[src/rtl/imm_target_stage.sv]
// imm_target_stage: decode-stage immediate/target generator with JAL redirect.
// Define IMM_TARGET_MISALIGN_EN to flag misaligned B/J targets and suppress their redirect.
module imm_target_stage #(
  parameter int unsigned XLEN          = 32,
  parameter int unsigned SQUASH_CYCLES = 2
) (
  input  logic            clk,
  input  logic            rst_n,
  input  logic            flush,
  input  logic            in_valid,
  output logic            in_ready,
  input  logic [31:0]     in_instr,
  input  logic [XLEN-1:0] in_pc,
  output logic            out_valid,
  input  logic            out_ready,
  output logic [XLEN-1:0] out_imm,
  output logic [2:0]      out_fmt,
  output logic [XLEN-1:0] out_target,
  output logic            out_jump,
  output logic            out_branch,
  output logic            out_misalign,
  output logic            redirect,
  output logic [XLEN-1:0] redirect_pc
);

  localparam logic [6:0] OPC_OP_IMM = 7'b0010011;
  localparam logic [6:0] OPC_LOAD   = 7'b0000011;
  localparam logic [6:0] OPC_JALR   = 7'b1100111;
  localparam logic [6:0] OPC_SYSTEM = 7'b1110011;
  localparam logic [6:0] OPC_STORE  = 7'b0100011;
  localparam logic [6:0] OPC_BRANCH = 7'b1100011;
  localparam logic [6:0] OPC_LUI    = 7'b0110111;
  localparam logic [6:0] OPC_AUIPC  = 7'b0010111;
  localparam logic [6:0] OPC_JAL    = 7'b1101111;

  localparam logic [2:0] SQ_INIT = 3'(SQUASH_CYCLES);
  localparam bit         SQ_EN   = (SQUASH_CYCLES != 0);

  typedef enum logic [2:0] {
    FMT_NONE = 3'd0,
    FMT_I    = 3'd1,
    FMT_S    = 3'd2,
    FMT_B    = 3'd3,
    FMT_U    = 3'd4,
    FMT_J    = 3'd5
  } fmt_e;

  typedef enum logic {
    ST_RUN,
    ST_SQUASH
  } state_e;

  typedef struct packed {
    logic [XLEN-1:0] imm;
    logic [XLEN-1:0] target;
    fmt_e            fmt;
    logic            jump;
    logic            branch;
    logic            misalign;
  } beat_t;

  logic [6:0]  opc;
  logic        is_i;
  logic        is_s;
  logic        is_b;
  logic        is_u;
  logic        is_j;
  logic [31:0] imm32;
  beat_t       dec;

  state_e          state_q, state_d;
  logic [2:0]      cnt_q, cnt_d;
  logic            valid_q, valid_d;
  beat_t           beat_q, beat_d;
  logic            redirect_q, redirect_d;
  logic [XLEN-1:0] redirect_pc_q, redirect_pc_d;
  logic            take;
  logic            jal_redir;

  assign opc  = in_instr[6:0];
  assign is_i = (opc == OPC_OP_IMM) | (opc == OPC_LOAD) |
                (opc == OPC_JALR) | (opc == OPC_SYSTEM);
  assign is_s = (opc == OPC_STORE);
  assign is_b = (opc == OPC_BRANCH);
  assign is_u = (opc == OPC_LUI) | (opc == OPC_AUIPC);
  assign is_j = (opc == OPC_JAL);

  always_comb begin
    dec   = '0;
    imm32 = '0;
    unique case (1'b1)
      is_i: begin
        dec.fmt = FMT_I;
        imm32   = {{20{in_instr[31]}}, in_instr[31:20]};
      end
      is_s: begin
        dec.fmt = FMT_S;
        imm32   = {{20{in_instr[31]}}, in_instr[31:25],
                   in_instr[11:7]};
      end
      is_b: begin
        dec.fmt = FMT_B;
        imm32   = {{19{in_instr[31]}}, in_instr[31],
                   in_instr[7], in_instr[30:25],
                   in_instr[11:8], 1'b0};
      end
      is_u: begin
        dec.fmt = FMT_U;
        imm32   = {in_instr[31:12], 12'b0};
      end
      is_j: begin
        dec.fmt = FMT_J;
        imm32   = {{11{in_instr[31]}}, in_instr[31],
                   in_instr[19:12], in_instr[20],
                   in_instr[30:21], 1'b0};
      end
      default: ;
    endcase
    // Widen to XLEN: upper bits replicate the instruction sign bit.
    dec.imm       = {XLEN{imm32[31]}};
    dec.imm[31:0] = imm32;
    if (is_b || is_j) begin
      dec.target = in_pc + dec.imm;
    end
    dec.jump   = (opc == OPC_JAL) | (opc == OPC_JALR);
    dec.branch = is_b;
`ifdef IMM_TARGET_MISALIGN_EN
    dec.misalign = (is_b | is_j) & dec.target[1];
`else
    dec.misalign = 1'b0;
`endif
  end

  assign in_ready  = (state_q == ST_SQUASH) | ~valid_q | out_ready;
  assign take      = in_valid & in_ready & ~flush;
  assign jal_redir = (dec.fmt == FMT_J) & ~dec.misalign;

  always_comb begin
    state_d       = state_q;
    cnt_d         = cnt_q;
    valid_d       = valid_q;
    beat_d        = beat_q;
    redirect_d    = 1'b0;
    redirect_pc_d = redirect_pc_q;
    if (flush) begin
      valid_d = 1'b0;
      state_d = ST_RUN;
      cnt_d   = '0;
    end else begin
      unique case (state_q)
        ST_RUN: begin
          if (take) begin
            beat_d  = dec;
            valid_d = 1'b1;
            if (jal_redir) begin
              redirect_d    = 1'b1;
              redirect_pc_d = dec.target;
              if (SQ_EN) begin
                state_d = ST_SQUASH;
                cnt_d   = SQ_INIT;
              end
            end
          end else if (out_ready) begin
            valid_d = 1'b0;
          end
        end
        ST_SQUASH: begin
          if (out_ready) begin
            valid_d = 1'b0;
          end
          // Wrong-path beats are swallowed; only real beats count down.
          if (take) begin
            cnt_d = cnt_q - 3'd1;
            if (cnt_q <= 3'd1) begin
              cnt_d   = '0;
              state_d = ST_RUN;
            end
          end
        end
        default: begin
          state_d = ST_RUN;
          cnt_d   = '0;
        end
      endcase
    end
  end

  always_ff @(posedge clk) begin
    if (!rst_n) begin
      state_q       <= ST_RUN;
      cnt_q         <= '0;
      valid_q       <= 1'b0;
      beat_q        <= '0;
      redirect_q    <= 1'b0;
      redirect_pc_q <= '0;
    end else begin
      state_q       <= state_d;
      cnt_q         <= cnt_d;
      valid_q       <= valid_d;
      beat_q        <= beat_d;
      redirect_q    <= redirect_d;
      redirect_pc_q <= redirect_pc_d;
    end
  end

  assign out_valid    = valid_q;
  assign out_imm      = beat_q.imm;
  assign out_fmt      = beat_q.fmt;
  assign out_target   = beat_q.target;
  assign out_jump     = beat_q.jump;
  assign out_branch   = beat_q.branch;
  assign out_misalign = beat_q.misalign;
  assign redirect     = redirect_q;
  assign redirect_pc  = redirect_pc_q;

endmodule

[config.mk]
export PLATFORM = sky130hd
export DESIGN_NAME = imm_target_stage
export DESIGN_NICKNAME = d
export VERILOG_FILES = /design/src/rtl/imm_target_stage.sv
export SDC_FILE = /design/constraint.sdc
export NUM_CORES = 1
export LEC_CHECK = 0
export BUFFER_PORTS_ARGS = -buffer_cell sky130_fd_sc_hd__buf_2
export CORE_MARGIN = 4
export CORE_UTILIZATION = 35
export DETAILED_ROUTE_END_ITERATION = 7
export GPL_TIMING_DRIVEN = 0
export PLACE_DENSITY = 0.56
export SLEW_MARGIN = 20
export SYNTH_ARGS = -nofsm -noshare
export SYNTH_HDL_FRONTEND = slang
export SYNTH_SLANG_ARGS = --single-unit
[constraint.sdc]
create_clock -name clk -period 4.8 [get_ports clk]
set_input_delay 0.48 -clock clk [delete_from_list [all_inputs] [get_ports clk]]
set_output_delay 0.48 -clock clk [all_outputs]
set_load 0.005 [all_outputs]
==> metrics.md, run 1 <==
| Metric | Value |
|---|---|
| XOR/XNOR share of the synthesized area | 0.0458 |
| DP Worst Slack | 228 ps |
| Post-Syn Instances | ~730 |
| Post-CTS Resized | 0 |
| FF-to-FF Start | out_valid |
| CP Max Fanout | 10 |
| Hold Startpoint | out_target[31] |
| Starting Density | 0.358 |
| Worst skew pair latency | 350 ps |
| Setup TNS | 0 ps |
| Row count | 47 |
| Simple-gate portion of the synthesized area | 0.206 |
| Sequential Power Share | 0.488 |
| Post-route ant nets | 0 |
| MaxCap Viol Count | 0 |
| DRC viols | 0 |
| Post-synthesis mux area share | 0.00169 |
| Main combinational cell family by area after synthesis | compound AO/OA/AOI/OAI gates |
| Pin count of the biggest net entering global routing | 18 |
| Hold Path Depth | 2 |
| Layout area overhead | 23.6% |
| Synth Area in Adders | 0.0709 |
| Number of synthesized register bits | 107 |
| Leak pwr | approximately 0.0034 uW |
| Vias in the first global route | 5,564 |
| Sw frac | 0.273 |
| Startpoint class of the critical path | primary input |
| Mean area per synthesized cell | 8.08 sq um |
| Via density per instance | 5.08 |
| Min-delay worst type | flop to flop |
| Initial antenna violation count | 2 |
| DIE AREA | 19,100 sq um |
| Synth Flop Type | dfxtp_1 |
| Finished Layout Cells | between 1,000 and 1,500 |
| Worst slew pin tran | 977 ps |
| Hold-fix buffers, CTS | 0 |
| Post-synthesis instance area | 5930 sq um |
| I/O pin total | about 170 |
| Comb pwr share | 0.133 |
| Hold EP | out_target[31] |
| Internal | 1330 uW |
| Relative slew slack | 0.344 |
| Fin nets | 1,017 |
| Clk_skew | 6.52 ps |
| Layout cells sized above 1 | 0.218 |
| Tmin final | 4290 ps |
| WHS | 451 ps |
| Total GRT Usage | 0.197 |
| DR iter-0 viols | 257 |
| Placed cell count | 1,124 |
| DRT Wirelength | slightly below 20,000 um |
| Reg-to-Reg End | out_imm[16] |
| Clk pin slew, worst setup/hold paths | 70 ps |
| Complex-gate fraction of the synthesized area | 0.279 |
| Fillers | 1,774 |
| Worst reg2reg setup slack | ~2500 ps |
| RSZ-0062 raised after global routing | false |
| Type of the worst setup path | primary input to flop |
| Routed length per instance | 17.1 um |
| Setup Viol. Count Final | 0 |
| Final worst-path cycle share | 0.893 |
| Max Slew Vio Count | 0 |
| Worst IR Drop VDD | around 0.18 mV |
| Sw power | 501 uW |
| Crit path capture type | flop |
| Hpwl dp | approximately 16,000 um |
| CTS tree | yes |
| P per Cell Area | 250 nW/um^2 |
| Die W | 138 um |
| Router iterations before antenna repair | 5 |
| Worst Path Required | 5020 ps |
| Routability-driven placement congestion ratio | just under 0.9 |
| First-pass GRT wire length | approximately 30,000 um |
| Final hold viol count | 0 |
| PnR Total Power | 1830 uW |
| R2R depth | 7 |
| Crit path DAT | 4510 ps |
| Core ar. | 16,600 sq um |
| PortBufs | 170 |
| Power share of the clock group | 0.379 |
| CTS Buf Count | 9 |
| Highest Clock Rate | 233 MHz |
| H-tree depth | 3 |
| Clk buf depth | 2 |
| CTS Root Cell | clkbuf_16 |
| Synth warn | 0 |
| Post-CTS setup buffers | 0 |
| Library cells used by synthesis | slightly below 60 |
| FFs w/ async S/R, synth | 0 |
| Die H | 138 um |
| Seq/Total Area, Yosys | 0.361 |
| Syn Nets | 836 |
| GRT overflow | 0 |
| Status | finished clean |
| EDFF count, synth | 0 |
| Vias | 5,796 |
| Final worst slack | 514 ps |
| Clk sink count | 107 |
==> kinds of logic after synthesis <==
kind of cell             after synthesis
AO/OA/AOI/OAI                        239
flip-flops                           107
adder cells (fa/ha/maj)               33
multiplexers                           1
XOR/XNOR                              31
AND/OR/NAND/NOR                      269
buffers and inverters                 53
other                                  1
==> worst max-delay path, stage by stage <==
cell and delay, ps:
buf_2 120, buf_2 190, nor2_1 280, nand2_1 90
nor3_1 750, nand2_1 100, o21ai_0 310, ha_1 290
fa_1 240, a21o_1 160, a311oi_1 110, o21ai_1 270
and2_1 220, a41oi_2 200, a311oi_1 540, o21ai_0 150
==> placed cells by master (no fill, tap or decap), types with 9 or more instances in the layout <==
master,count
a21boi_0,39
a21boi_1,10
a21o_1,31
a21oi_1,44
a22o_1,34
and2_1,13
buf_2,176
clkbuf_1,37
clkbuf_16,9
dfxtp_1,107
ha_1,32
nand2_1,140
nand3_1,22
nand4_1,9
nor2_1,42
nor2b_1,9
o21ai_0,34
xnor2_1,18
xor2_1,13
==> state kept, by name (all words and copies together) (netlist names) <==
signal       cells
out_target      32
state_q          1
out_branch       1
out_valid        1
out_fmt          3
cnt_q            3
redirect_pc     32
out_imm         32
redirect         1
out_jump         1
==> power groups by stage <==
stage | sequential (uW) | combinational (uW) | clock [uW]
floorplan | 915 | 149 | 0
global placement | 915 | 243 | 0
detailed placement | 915 | 243 | 0
CTS | 894 | 244 | 716
global route | 895 | 269 | 744
finish | 894 | 244 | 695
==> layer usage <==
| layer | track usage | part of all wire |
|---|---|---|
| met2 | 0.323 | 0.45 |
| met1 | 0.263 | 0.48 |
| met4 | 0.0619 | 0.018 |
| met5 | 0 | 0 |
| met3 | 0.0401 | 0.054 |
==> through the flow <==
step | util | area [sq um]
after floorplan | - | 5930
after global placement | 0.425 | 7060
after detailed placement | 0.425 | 7060
after CTS | 0.442 | 7320
after global routing | 0.442 | 7330
final | 0.442 | 7330
==> worst max-delay path by stage <==
stage / startpoint / to / slack, ps / cells after the start
detailed placement: in_instr[2] / redirect_pc[30] / 230 / 16
CTS: in_instr[2] / redirect_pc[30] / 590 / 16
finish: in_instr[2] / redirect_pc[30] / 510 / 16
global placement: in_instr[2] / redirect_pc[30] / 240 / 16
floorplan: in_instr[4] / out_target[27] / 1300 / 15
global route: in_instr[2] / redirect_pc[30] / 200 / 16
==> area by class of cell <==
| type | count | area (sq um) | share of cell area |
|---|---|---|---|
| Inverter | 8 | 30.0 | 0.00410 |
| Buffer | 45 | 180 | 0.0246 |
| Clock buffer | 10 | 229 | 0.0313 |
| Antenna cell | 2 | 5.00 | 0.000683 |
| Tap cell | 220 | 275 | 0.0376 |
| Clock inverter | 5 | 37.5 | 0.00512 |
| Sequential cell | 107 | 2140 | 0.292 |
| Timing Repair Buffer | 170 | 851 | 0.116 |
| Multi-Input combinational cell | 574 | 3580 | 0.488 |
==> cell usage after synthesis (2+ instances only) <==
cell       number  area, sq um
o21ai_0        34          170
nand4_1         9         56.3
inv_1           8         30.0
ha_1           32          400
buf_2           6         30.0
buf_1           2         7.51
a211oi_1        3         22.5
nor4_1          4         25.0
a21boi_0       39          293
clkbuf_1       36          135
a31oi_1         3         18.8
o211ai_1        3         22.5
a21boi_1       10         75.1
nor2_1         42          158
nor3b_1         3         22.5
o22ai_1         2         12.5
o21ai_1         8         40.0
o21bai_1        4         30.0
o2111ai_1       3         26.3
a311oi_1        2         17.5
o31ai_1         2         15.0
nand3_1        22          110
nand2b_1        5         31.3
a22o_1         34          298
nor2b_1         9         56.3
xnor2_1        18          158
and3_1          3         18.8
a211o_1         3         26.3
a31o_2          2         17.5
a21oi_1        44          220
and2_0          2         12.5
or3_1           2         12.5
dfxtp_1       107         2140
nor3_1          8         40.0
a21o_1         31          233
nand2_1       140          526
o21a_1          4         30.0
and2_1         13         81.3
xor2_1         13          114
(Power assumes the default switching activity.)
==> inputs of run 2 (changes only) <==
Settings changed: RECOVER_POWER set to 50.
==> metrics.md, run 2 (synthesized netlist as in run 1, its figures left out) <==
| Metric | Value |
|---|---|
| Tmin final | 4320 ps (+31.2 ps) |
| Crit path DAT | 4530 ps (+20 ps) |
| Post-CTS setup buffers | 0 (unchanged) |
| Placed cell areas | 7060 sq um (unchanged) |
| Clk sink count | 107 (unchanged) |
| Hold-fix buffers, CTS | 0 (unchanged) |
| Post-route ant nets | 0 (unchanged) |
| Leak pwr | 0.00309 uW (-8.1%) |
| Router iterations before antenna repair | 5 (unchanged) |
| Fin nets | 1,017 (unchanged) |
| Fillers | 1,802 (+1.6%) |
| Row count | 47 (unchanged) |
| Die W | 138 um (unchanged) |
| Total GRT Usage | 0.197 (unchanged) |
| Clk buf depth | 2 (unchanged) |
| CTS Buf Count | 9 (unchanged) |
| Hpwl dp | 15,700 um (unchanged) |
| P per Cell Area | 253 nW/um^2 (+1.1%) |
| Via density per instance | 5.12 (+0.79%) |
| Max Slew Vio Count | 0 (unchanged) |
| Core ar. | 16,600 sq um (unchanged) |
| DIE AREA | 19,100 sq um (unchanged) |
| Startpoint class of the critical path | primary input |
| CP delay by family, top | compound AO/OA/AOI/OAI gates |
| H-tree depth | 3 (unchanged) |
| Initial antenna violation count | 2 (unchanged) |
| Critical path's largest stage delay | 760 ps (about the same) |
| Routability-driven placement congestion ratio | 0.869 (unchanged) |
| Commonest non-fill, non-tap cell in the layout | nand2_1 |
| Clk pin slew, worst setup/hold paths | 70 ps (about the same) |
| Worst path buffer plus inverter count | 2 (unchanged) |
| Die H | 138 um (unchanged) |
| Vias | 5,842 (+0.79%) |
| Final hold viol count | 0 (unchanged) |
| CTS tree | yes |
| DR iter-0 viols | 229 (-11%) |
| PnR Total Power | 1830 uW (about the same) |
| WHS | 449 ps (-2.03 ps) |
| Layout cells sized above 1 | 0.149 (-0.0686) |
| MaxCap Viol Count | 0 (unchanged) |
| PortBufs | 170 (unchanged) |
| RSZ-0062 raised after global routing | false |
| Post-route cell area | 7250 sq um (-1.1%) |
| Crit path capture type | flop |
| Starting Density | 0.358 (unchanged) |
| Final worst slack | 483 ps (-31.2 ps) |
| Clk_skew | 7.54 ps (+1.02 ps) |
| Min-delay worst type | flop to flop |
| I/O pin total | 174 (unchanged) |
| DRT Wirelength | 19,500 um (+0.21%) |
| First-pass GRT wire length | 30,200 um (unchanged) |
| Type of the worst setup path | primary input to flop |
| CTS Root Cell | clkbuf_16 |
| Relative slew slack | 0.335 (-0.00862) |
| Final worst-path cycle share | 0.899 (+0.00651) |
| Crit path cell chain | buf_2, buf_2, nor2_1, nand2_1, nor3_1, nand2_1, o21ai_0, ha_1, fa_1, a21o_1, a311oi_1, o21ai_1, and2_1, a41oi_2, a311oi_1, o21ai_0 |
| Setup Viol. Count Final | 0 (unchanged) |
| Most frequent cells in the layout | nand2_1, buf_2, dfxtp_1 |
| Vias in the first global route | 5,564 (unchanged) |
| CP Max Fanout | 10 (unchanged) |
| Pin count of the biggest net entering global routing | 18 (unchanged) |
| GRT overflow | 0 (unchanged) |
| Worst IR Drop VDD | 0.175 mV (about the same) |
| DP Worst Slack | 228 ps (unchanged) |
| Post-CTS Resized | 0 (unchanged) |
| Highest Clock Rate | 232 MHz (-0.72%) |
| Routed length per instance | 17.1 um (+0.21%) |
| Worst slew pin tran | 990 ps (+12.8 ps) |
| Worst Path Required | 5020 ps (about the same) |
| Setup TNS | 0 ps (unchanged) |
| Slowest cell on crit path | nor3_1 |
| DRC viols | 0 (unchanged) |
| Layout area overhead | 22.2% |
| Status | finished clean |
| Worst skew pair latency | 350 ps (about the same) |
[run 2: changes by cell type in the layout (fill, tap and decap cells not counted), sizes merged]
cell	before	now
clkbuf	46	104
buf	179	121
[run 2: metrics by stage]
step / std cells / util
floorplan: 734 / -
finish: 1141 / 0.437
global route: 1141 / 0.437
global placement: 1124 / 0.425
CTS: 1139 / 0.442
detailed placement: 1124 / 0.425
[run 2: area by class of cell]
| cell class | count | area (sq um) | share of cell area |
|---|---|---|---|
| buffer | 45 | 180 | 0.0249 |
| clock inverter | 5 | 37.5 | 0.00518 |
| antenna | 2 | 5.00 | 0.000690 |
| multi-input combinational | 574 | 3580 | 0.494 |
| tap | 220 | 275 | 0.0380 |
| timing repair buffer | 170 | 772 | 0.107 |
| sequential | 107 | 2140 | 0.296 |
| clock buffer | 10 | 229 | 0.0316 |
| inverter | 8 | 30.0 | 0.00414 |
[run 2: metal layers]
layer  share of wire  wire (um)  global-route usage  vias to the layer above
met5               0          0                   0                        -
met4           0.018        359              0.0619                        0
met3           0.054       1050              0.0401                       18
met2            0.45       8840               0.323                      165
met1            0.47       9260               0.263                     2685
li1                -          -                   -                     2974
[run 2: worst paths after layout]
path,start,to,slack (ps),cells past startpoint
worst max-delay path,in_instr[2],redirect_pc[30],480,16
worst max register to register,out_valid,out_imm[17],2450,7
worst min register to register,redirect_pc[31],redirect_pc[31],450,2
worst min-delay path,redirect_pc[31],redirect_pc[31],450,2
[run 2: power by group]
part,switching [uW],internal [uW]
Clock,344,352
Combinational,156,87.2
Sequential,2.65,892
Total,502,1330
[run 2: worst min-delay path, delay by kind of cell (launching register included)]
| kind | cells | cell delay, ps |
|---|---|---|
| flops | 1 | 310 |
| compound gates | 1 | 50 |
| simple gates | 1 | 50 |
